`src/rtl/seq_gen_pkg.sv`:
```
// Shared types and helpers for the serial pattern generators.
package seq_gen_pkg;

  typedef enum logic [1:0] {
    ST_IDLE  = 2'd0,
    ST_SHIFT = 2'd1,
    ST_GAP   = 2'd2,
    ST_DONE  = 2'd3
  } state_e;

  // Width of a length field that can hold the values 0..width.
  function automatic int lw_for(input int width);
    return $clog2(width) + 1;
  endfunction

  // A length of 0, or one larger than the register, means "use the full width".
  function automatic int clamp_len(input int len, input int width);
    return ((len == 0) || (len > width)) ? width : len;
  endfunction

endpackage

```
`src/rtl/seq_gen_shreg.sv`:
```
// Loadable left-shift register feeding the serial line.
// It holds the bits still to be driven *after* the one currently on DOUT,
// left-aligned, plus a count of how many such bits remain.
module seq_gen_shreg #(
  parameter int WIDTH = 8,
  parameter int LW    = 4
) (
  input  logic             clk,
  input  logic             rst,
  input  logic             load,
  input  logic             shift,
  input  logic [WIDTH-1:0] data,
  input  logic [LW-1:0]    len,
  output logic             msb,
  output logic             last
);

  logic [WIDTH-1:0] sr_q, sr_d;
  logic [LW-1:0]    cnt_q, cnt_d;

  // Load drops the first bit (driven directly by the caller); shift advances one bit.
  always_comb begin
    sr_d  = sr_q;
    cnt_d = cnt_q;
    if (load) begin
      sr_d  = data << (WIDTH - int'(len) + 1);
      cnt_d = len - LW'(1);
    end else if (shift) begin
      sr_d  = sr_q << 1;
      cnt_d = (cnt_q != '0) ? cnt_q - LW'(1) : cnt_q;
    end
  end

  // Register update with synchronous reset.
  always_ff @(posedge clk) begin
    if (rst) begin
      sr_q  <= '0;
      cnt_q <= '0;
    end else begin
      sr_q  <= sr_d;
      cnt_q <= cnt_d;
    end
  end

  assign msb  = sr_q[WIDTH-1];
  assign last = (cnt_q == '0);

endmodule

```
`src/rtl/seq_pattern_gen.sv`:
```
// Serial bit-pattern generator: sends an up-to-WIDTH-bit pattern MSB-first,
// optionally repeated with fixed idle gaps between passes.
//
// Handshake: START is a request sampled only while BUSY=0 (IDLE or DONE) and
// ABORT=0; acceptance is implied by BUSY=1 in the following cycle, which also
// carries the first pattern bit. While BUSY=1 START is ignored.
module seq_pattern_gen
  import seq_gen_pkg::*;
#(
  parameter int       WIDTH    = 8,
  parameter int       RPT_W    = 4,
  parameter int       GAP_CYC  = 2,
  parameter logic     IDLE_LVL = 1'b0,
  localparam int      LW       = lw_for(WIDTH)
) (
  input  logic             CLK,
  input  logic             RESET,
  input  logic             START,
  input  logic             ABORT,
  input  logic [WIDTH-1:0] PATTERN,
  input  logic [LW-1:0]    LEN,
  input  logic [RPT_W-1:0] REPEAT,
  output logic             DOUT,
  output logic             VALID,
  output logic             BUSY,
  output logic             DONE,
  output state_e           dbg_state
);

  localparam int IW    = (WIDTH > 1) ? $clog2(WIDTH) : 1;
  localparam int GAP_W = (GAP_CYC > 0) ? $clog2(GAP_CYC + 1) : 1;
  localparam logic [GAP_W-1:0] GAP_LAST = (GAP_CYC > 0) ? GAP_W'(GAP_CYC - 1) : '0;

  state_e           state_q, state_d;
  logic             dout_q, dout_d;
  logic             valid_q, valid_d;
  logic             busy_q, busy_d;
  logic             done_q, done_d;
  logic [GAP_W-1:0] gap_q, gap_d;
  logic [RPT_W-1:0] pass_q, pass_d;
  logic [WIDTH-1:0] pat_q, pat_d;
  logic [LW-1:0]    len_q, len_d;

  logic             sr_load, sr_shift, sr_msb, sr_last;
  logic [WIDTH-1:0] sr_data;
  logic [LW-1:0]    sr_len;
  logic [LW-1:0]    eff_len;
  logic [IW-1:0]    new_idx, cur_idx;

  assign eff_len = LW'(clamp_len(int'(LEN), WIDTH));
  assign new_idx = IW'(eff_len - LW'(1));
  assign cur_idx = IW'(len_q - LW'(1));

  seq_gen_shreg #(.WIDTH(WIDTH), .LW(LW)) u_shreg (
    .clk   (CLK),
    .rst   (RESET),
    .load  (sr_load),
    .shift (sr_shift),
    .data  (sr_data),
    .len   (sr_len),
    .msb   (sr_msb),
    .last  (sr_last)
  );

  // Next-state and registered-output logic; outputs default to the idle line.
  always_comb begin
    state_d  = state_q;
    dout_d   = IDLE_LVL;
    valid_d  = 1'b0;
    busy_d   = 1'b0;
    done_d   = 1'b0;
    gap_d    = gap_q;
    pass_d   = pass_q;
    pat_d    = pat_q;
    len_d    = len_q;
    sr_load  = 1'b0;
    sr_shift = 1'b0;
    sr_data  = pat_q;
    sr_len   = len_q;
    case (state_q)
      ST_IDLE, ST_DONE: begin
        state_d = ST_IDLE;
        if (START && !ABORT) begin
          pat_d   = PATTERN;
          len_d   = eff_len;
          pass_d  = REPEAT;
          sr_load = 1'b1;
          sr_data = PATTERN;
          sr_len  = eff_len;
          dout_d  = PATTERN[new_idx];
          valid_d = 1'b1;
          busy_d  = 1'b1;
          state_d = ST_SHIFT;
        end
      end
      ST_SHIFT: begin
        if (ABORT) begin
          state_d = ST_IDLE;
        end else if (!sr_last) begin
          sr_shift = 1'b1;
          dout_d   = sr_msb;
          valid_d  = 1'b1;
          busy_d   = 1'b1;
        end else if (pass_q != '0) begin
          pass_d = pass_q - RPT_W'(1);
          busy_d = 1'b1;
          if (GAP_CYC > 0) begin
            gap_d   = GAP_LAST;
            state_d = ST_GAP;
          end else begin
            // Zero gap: restart the pattern on the very next cycle.
            sr_load = 1'b1;
            dout_d  = pat_q[cur_idx];
            valid_d = 1'b1;
          end
        end else begin
          done_d  = 1'b1;
          state_d = ST_DONE;
        end
      end
      ST_GAP: begin
        if (ABORT) begin
          state_d = ST_IDLE;
        end else if (gap_q == '0) begin
          sr_load = 1'b1;
          dout_d  = pat_q[cur_idx];
          valid_d = 1'b1;
          busy_d  = 1'b1;
          state_d = ST_SHIFT;
        end else begin
          gap_d  = gap_q - GAP_W'(1);
          busy_d = 1'b1;
        end
      end
      default: state_d = ST_IDLE;
    endcase
  end

  // State, output and counter registers with synchronous reset.
  always_ff @(posedge CLK) begin
    if (RESET) begin
      state_q <= ST_IDLE;
      dout_q  <= IDLE_LVL;
      valid_q <= 1'b0;
      busy_q  <= 1'b0;
      done_q  <= 1'b0;
      gap_q   <= '0;
      pass_q  <= '0;
      pat_q   <= '0;
      len_q   <= '0;
    end else begin
      state_q <= state_d;
      dout_q  <= dout_d;
      valid_q <= valid_d;
      busy_q  <= busy_d;
      done_q  <= done_d;
      gap_q   <= gap_d;
      pass_q  <= pass_d;
      pat_q   <= pat_d;
      len_q   <= len_d;
    end
  end

  assign DOUT      = dout_q;
  assign VALID     = valid_q;
  assign BUSY      = busy_q;
  assign DONE      = done_q;
  assign dbg_state = state_q;

endmodule

```
`config.mk`:
```
export PLATFORM = sky130hd
export DESIGN_NAME = seq_pattern_gen
export DESIGN_NICKNAME = d
export VERILOG_FILES = /design/src/rtl/seq_gen_pkg.sv /design/src/rtl/seq_gen_shreg.sv /design/src/rtl/seq_pattern_gen.sv
export SDC_FILE = /design/constraint.sdc
export NUM_CORES = 1
export LEC_CHECK = 0
export BUFFER_PORTS_ARGS = -buffer_cell sky130_fd_sc_hd__buf_2
export CORE_MARGIN = 3
export CORE_UTILIZATION = 53
export CTS_BUF_LIST = sky130_fd_sc_hd__clkbuf_16
export DETAILED_ROUTE_END_ITERATION = 8
export PLACE_DENSITY = 0.75
export SLEW_MARGIN = 30
export SYNTH_ARGS = -nofsm -noshare
export SYNTH_HDL_FRONTEND = slang
export SYNTH_SLANG_ARGS = --single-unit
```
`constraint.sdc`:
```
create_clock -name CLK -period 4.45 [get_ports CLK]
set_input_delay 0.89 -clock CLK [delete_from_list [all_inputs] [get_ports CLK]]
set_output_delay 0.89 -clock CLK [all_outputs]
set_load 0.02 [all_outputs]
```
# Yosys cells after proc, flatten, opt, wreduce, memory -nomap -nowiden
# Index checks and enable logic that the tools add are counted.
# W data, S select, Z words.
word_totals:
  register_bits: 36
  wordCells: 107
  output_inout_bits: 6
classes:
  magnitude_cmp: 3
  n_shift: 1
  bitwise_logic: 2
  n_addsub: 8
  n_mux: 52
  n_reduce_logical: 19
  n_eq_ne: 11
ops:
  columns: ["op", "n"]
  rows:
  - ["$mux W4", 10]
  - ["$add A32 B2 Y32 const B", 1]
  - ["$mux W8", 4]
  - ["$shl A8 B32 Y8", 1]
  - ["$mux W1", 20]
  - ["$mux W2", 9]
  - ["$ne A2 B2 Y1 const B", 6]
  - ["$pmux W1 S3", 4]
  - ["$sub A4 B1 Y4 const B", 3]
  - ["$logic_not A4 Y1", 2]
  - ["$lt A3 B4 Y1 const B", 2]
  - ["$pmux W4 S2", 1]
  - ["$reduce_bool A2 Y1", 4]
  - ["$reduce_bool A4 Y1", 2]
  - ["$bmux W1 S3", 2]
  - ["$ne A3 B3 Y1 const B", 2]
  - ["$pmux W2 S3", 1]
  - ["$reduce_and A6 Y1", 1]
  - ["$sub A3 B1 Y3 const B", 2]
  - ["$reduce_and A5 Y1", 1]
  - ["$sub A4 B4 Y5 const A", 1]
  - ["$eq A2 B2 Y1 const B", 2]
  - ["$gt A4 B4 Y1 const B", 1]
  - ["$logic_not A2 Y1", 2]
  - ["10 further kinds", 12]

# Longest topological paths before layout
logic_depth:
  depth_word: 9
  depth_mapped: 18
  mapped_depth_nobuf: 16

# Modules after synthesis
# A second synthesis with hierarchy kept.
hier_totals:
  hier_cells: 268
  area_unflattened_um2: 2379.8
by_module_without_submodules:
  columns: ["module", "cells_per_inst", "seq_area_each_um2", "n_inst", "area_each_um2"]
  rows:
  - ["seq_pattern_gen", 151, 480.5, 1, 1371.3]
  - ["seq_gen_shreg", 117, 240.2, 1, 1008.5]

# Least setup slack after synthesis
# OpenSTA, ideal clock, no wires.
synth_path:
  kind: "input to register"
  startpoint: "input ABORT"
  endpoint: "register u_shreg.sr_q[5]"
  stages: 17
  required_time_ps: 4392
  path_buffers: 5
  path_slack_ps: -219
  setup_ps: 58
  arrival_ps: 4611
  cell_sequence: "buf_4 -> and3b_1 -> buf_6 -> mux2i_2 -> buf_2 -> ha_1 -> clkbuf_1 -> clkbuf_1 -> or4_1 -> ha_1 -> nor4_1 -> nand4_1 -> nor2_1 -> o2bb2ai_2 -> nand2_1 -> a2111oi_2 -> o21a_1"
synth_via:
  elab_chain_len: 8
  word_cells_on_any_way: 16
  classes_between: "add/sub (2); shift (1); mux (10); reduce/logical (3)"
synth_rtl:
  columns: ["element", "line", "source"]
  rows:
  - ["from (decl)", "seq_pattern_gen.sv:19", "input logic ABORT,"]
  - ["$logic_not A1 Y1", "seq_pattern_gen.sv:83", "if (START && !ABORT) begin"]
  - ["$logic_and A1 B1 Y1", "seq_pattern_gen.sv:83", null]
  - ["$mux W4", "seq_pattern_gen.sv:83", null]
  - ["$mux W4", "seq_pattern_gen.sv:80", "case (state_q)"]
  - ["$sub A4 B4 Y5", "seq_gen_shreg.sv:26", "sr_d = data << (WIDTH - int'(len) + 1);"]
  - ["$add A32 B2 Y32", "seq_gen_shreg.sv:26", null]
  - ["$shl A8 B32 Y8", "seq_gen_shreg.sv:26", null]
  - ["$mux W8", "seq_gen_shreg.sv:25", "if (load) begin"]
  - ["to (signal assigned)", "seq_gen_shreg.sv:40", "sr_q <= sr_d;"]
  - ["to (decl)", "seq_gen_shreg.sv:18", "logic [WIDTH-1:0] sr_q, sr_d;"]
# Parallel ways exist; a longest one is shown, timed or not.
# A chain may end at the register's enable or synchronous reset.

# Final worst setup path
layout_path:
  startpoint: "input ABORT"
  endpoint: "register u_shreg.sr_q[1]"
# Same word-level chain as after synthesis.

==> results.md <==
* Outcome: completed
* # hold bufs at CTS at 0
* Final Cycle Share at 93.4%
* Crit path time final at 4.15 ns
* Vias per inst at 5.98
* Int Pwr at 641 uW
* Met3 usage at 4.01%
* Crit. End Element: flop
* Initial antenna violation count at 0
* WL/cell at approximately 15 um
* Routed vias at roughly 2200
* RSZ-0062 raised after global routing: no
* Reg clk slew, reported paths at 0.05 ns
* Max Cap Viol at 0
* Worst-skew pair later-pin latency at 0.28 ns
* CTS Buf Count at 5
* Chip height at 74.9 um
* Starting Density at 56.2%
* Largest net degree at the start of global routing at 37
* Antenna viol nets, final at 0
* GR peak layer: met2
* Crit path DAT at 4.34 ns
* Sequential fraction of design power at 38.6%
* Hpwl dp at 4340 um
* CTS tree: built
* Top cells by area, synth: dfxtp_1 (29%), ha_1 (7.5%), nor2_1 (6.4%), mux4_2 (6.3%), mux2i_1 (5.6%)
* Fin. Hold Viols at 0
* Layout net count at 356
* Synth area leader: dfxtp_1
* Global-route wire length before repair at 9740 um
* Hold Path Class: flop to flop
* Met2 Track Usage GR at 37.1%
* EDFF count, synth at 0
* # H-tree levels at 2
* Ys async rst share at 0%
* Post-synth top flop: dfxtp_1
* Routed WL at 5760 um
* Avg Cell Area, Syn at 8.52 um^2
* Peak VDD IR at between 0.15 and 0.2 mV
* DR iter-0 viols at around 130
* Critical setup path kind: input pin to flop
* Post-Synthesis Cells at 295
* Setup TNS at 0 ns
* I/O pins at 26
* Root buf cell: clkbuf_16
* Yosys cell types at 56
* Yosys top cell area share at between 20 and 30%
* Part of the power in the clock network at 35.4%
* Final setup fails at 0
* Leak at 0.00113 uW
* PwrDens at about 320 mW/mm^2
* Register bit total from synthesis at 36
* Met1 usage at around 29%
* Post-layout util at 63.7%
* Site Rows at 24
* DRC viols at 0
* # Post-CTS Setup Buffers at 0
* Clock Tree Buf Depth at 2
* Comb pwr share at 26.0%
* Buffers added on ports at 25
* Net Switching at 270 uW
* Clock Sinks at 36
* Sequential area share after synthesis at 28.7%
* CORE AREA at 0.00447 mm^2
* Max transition margin at a little under three fifths
* DR pass1 iterations at 4
* Yosys Warn Count at 0
* Synth Cell Area at 0.00251 mm^2
* CP required at 4.63 ns
* Sw Ratio at 29.7%
* Highest clock rate at 241 MHz
* Fin. max-slew vios at 0
* GRT overflow at 0
* Die ar. at between 0.005 and 0.006 mm^2
* Layout area overhead at 13.4%
* Critical-path maximum fanout at 10
* Die width at 74.9 um
* Startpoint Class: input pin
* Final GP Congestion at 0.959
* Syn Nets at 330
* Share of cells above drive strength 1 at 19.3%
* # diodes at 0
* Vias in the first global route at around 2100
* All-layer global routing usage at 22.4%
* CTS resizes at 0
* Slew @ Worst Pin at approximately 0.65 ns
* Setup Skew at approximately 0.0079 ns
-- per-stage QoR --
stage / setup WS (ns) / hold slack (ns) / power [uW] / instances / cell area [um^2]
2_1_floorplan: 0.00370 / 0.445 / 536 / 295 / 2540
3_3_place_gp: 0.145 / 0.457 / 587 / 366 / 2720
3_5_place_dp: 0.0413 / 0.461 / 593 / 366 / 2720
4_1_cts: 0.305 / 0.471 / 916 / 373 / 2850
5_1_grt: 0.0671 / 0.486 / 958 / 373 / 2850
6_report: 0.295 / 0.470 / 912 / 373 / 2850
-- sequential cells by signal (all words and copies together), names as in the netlist, 2 cells and up --
register       flops
pat_q              8
u_shreg.sr_q       8
len_q              4
pass_q             4
u_shreg.cnt_q      4
dbg_state          2
gap_q              2
-- cell usage after synthesis (all sizes together) (3+ instances only) --
master,count
a211oi,10
a21o,3
a21oi,10
a22oi,3
buf,4
clkbuf,13
dfxtp,36
ha,15
inv,18
mux2,4
mux2i,16
mux4,7
nand2,16
nand2b,4
nand3,9
nand3b,5
nand4,4
nor2,43
nor2b,3
nor3,9
o21ai,13
o31ai,5
or4,4
xnor2,9
-- power by group through the flow --
stage | registers, uW | clock network [uW] | logic, uW
2_1_floorplan | 358 | 0 | 179
3_3_place_gp | 358 | 0 | 229
3_5_place_dp | 358 | 0 | 234
4_1_cts | 352 | 328 | 236
5_1_grt | 354 | 341 | 263
6_report | 352 | 323 | 237
-- per-layer routing --
metal / up-vias / routed length [um] / part of all wire [%]
met3: 15 / 183 / 3.2
met4: 0 / 135 / 2.3
met5: - / 0 / 0
met1: 1040 / 2690 / 47
met2: 50 / 2750 / 48
li1: 1124 / - / -
-- cell usage in the layout (no fill, tap or decap), drive strengths merged, types with 5 or more instances in the layout --
cell | Yosys | final
ha | 15 | 15
mux4 | 7 | 7
nor2 | 43 | 43
a21oi | 10 | 10
nand3 | 9 | 9
o31ai | 5 | 5
clkbuf | 13 | 5
o21ai | 13 | 13
xnor2 | 9 | 9
mux2i | 16 | 16
inv | 18 | 18
nor3 | 9 | 9
nand2 | 16 | 16
a211oi | 10 | 10
nand3b | 5 | 5
buf | 4 | 36
dfxtp | 36 | 36
-- cell type report --
cell class / instances / area, um^2
multi-input combinational: 224 / 1660
fill: 383 / 1630
sequential: 36 / 721
timing repair buffer: 36 / 208
clock buffer: 5 / 125
inverter: 18 / 67.6
tap: 52 / 65.1
clock inverter: 2 / 7.51
-- worst max-delay path: stages --
cell       delay (ns)
buf_2            0.12
and3b_2          0.35
mux2_2           0.40
ha_1             0.26
xnor2_1          0.20
or4_4            0.46
ha_1             0.21
nor4_2           0.31
nand4_1          0.12
nor2_1           0.14
o2bb2ai_2        0.22
o21ai_0          0.19
o31a_1           0.26
nor3_1           0.20
-- kinds of logic (layout without fill, tap and decap cells) --
| logic type | after synthesis | after routing | synth area share (%) |
|---|---|---|---|
| muxes | 27 | 27 | 15.1 |
| adders and majority gates | 15 | 15 | 7.47 |
| DFF | 36 | 36 | 28.7 |
| buffers and inverters | 35 | 61 | 5.73 |
| and+or+nand+nor | 108 | 108 | 21.5 |
| xor gates and xnor gates | 10 | 10 | 3.49 |
| AOI/OAI and AO/OA | 64 | 64 | 18.0 |
-- path summary, 6_finish.rpt --
path | from | endpoint | slack (ns) | cells past startpoint
worst max-delay path | ABORT | u_shreg.sr_q[1] | 0.30 | 14
worst min-delay path | u_shreg.sr_q[0] | u_shreg.sr_q[0] | 0.47 | 2
worst max register to register | dbg_state[0] | u_shreg.sr_q[1] | 0.35 | 15
worst min register to register | u_shreg.sr_q[0] | u_shreg.sr_q[0] | 0.47 | 2
(Power assumes the default switching activity.)
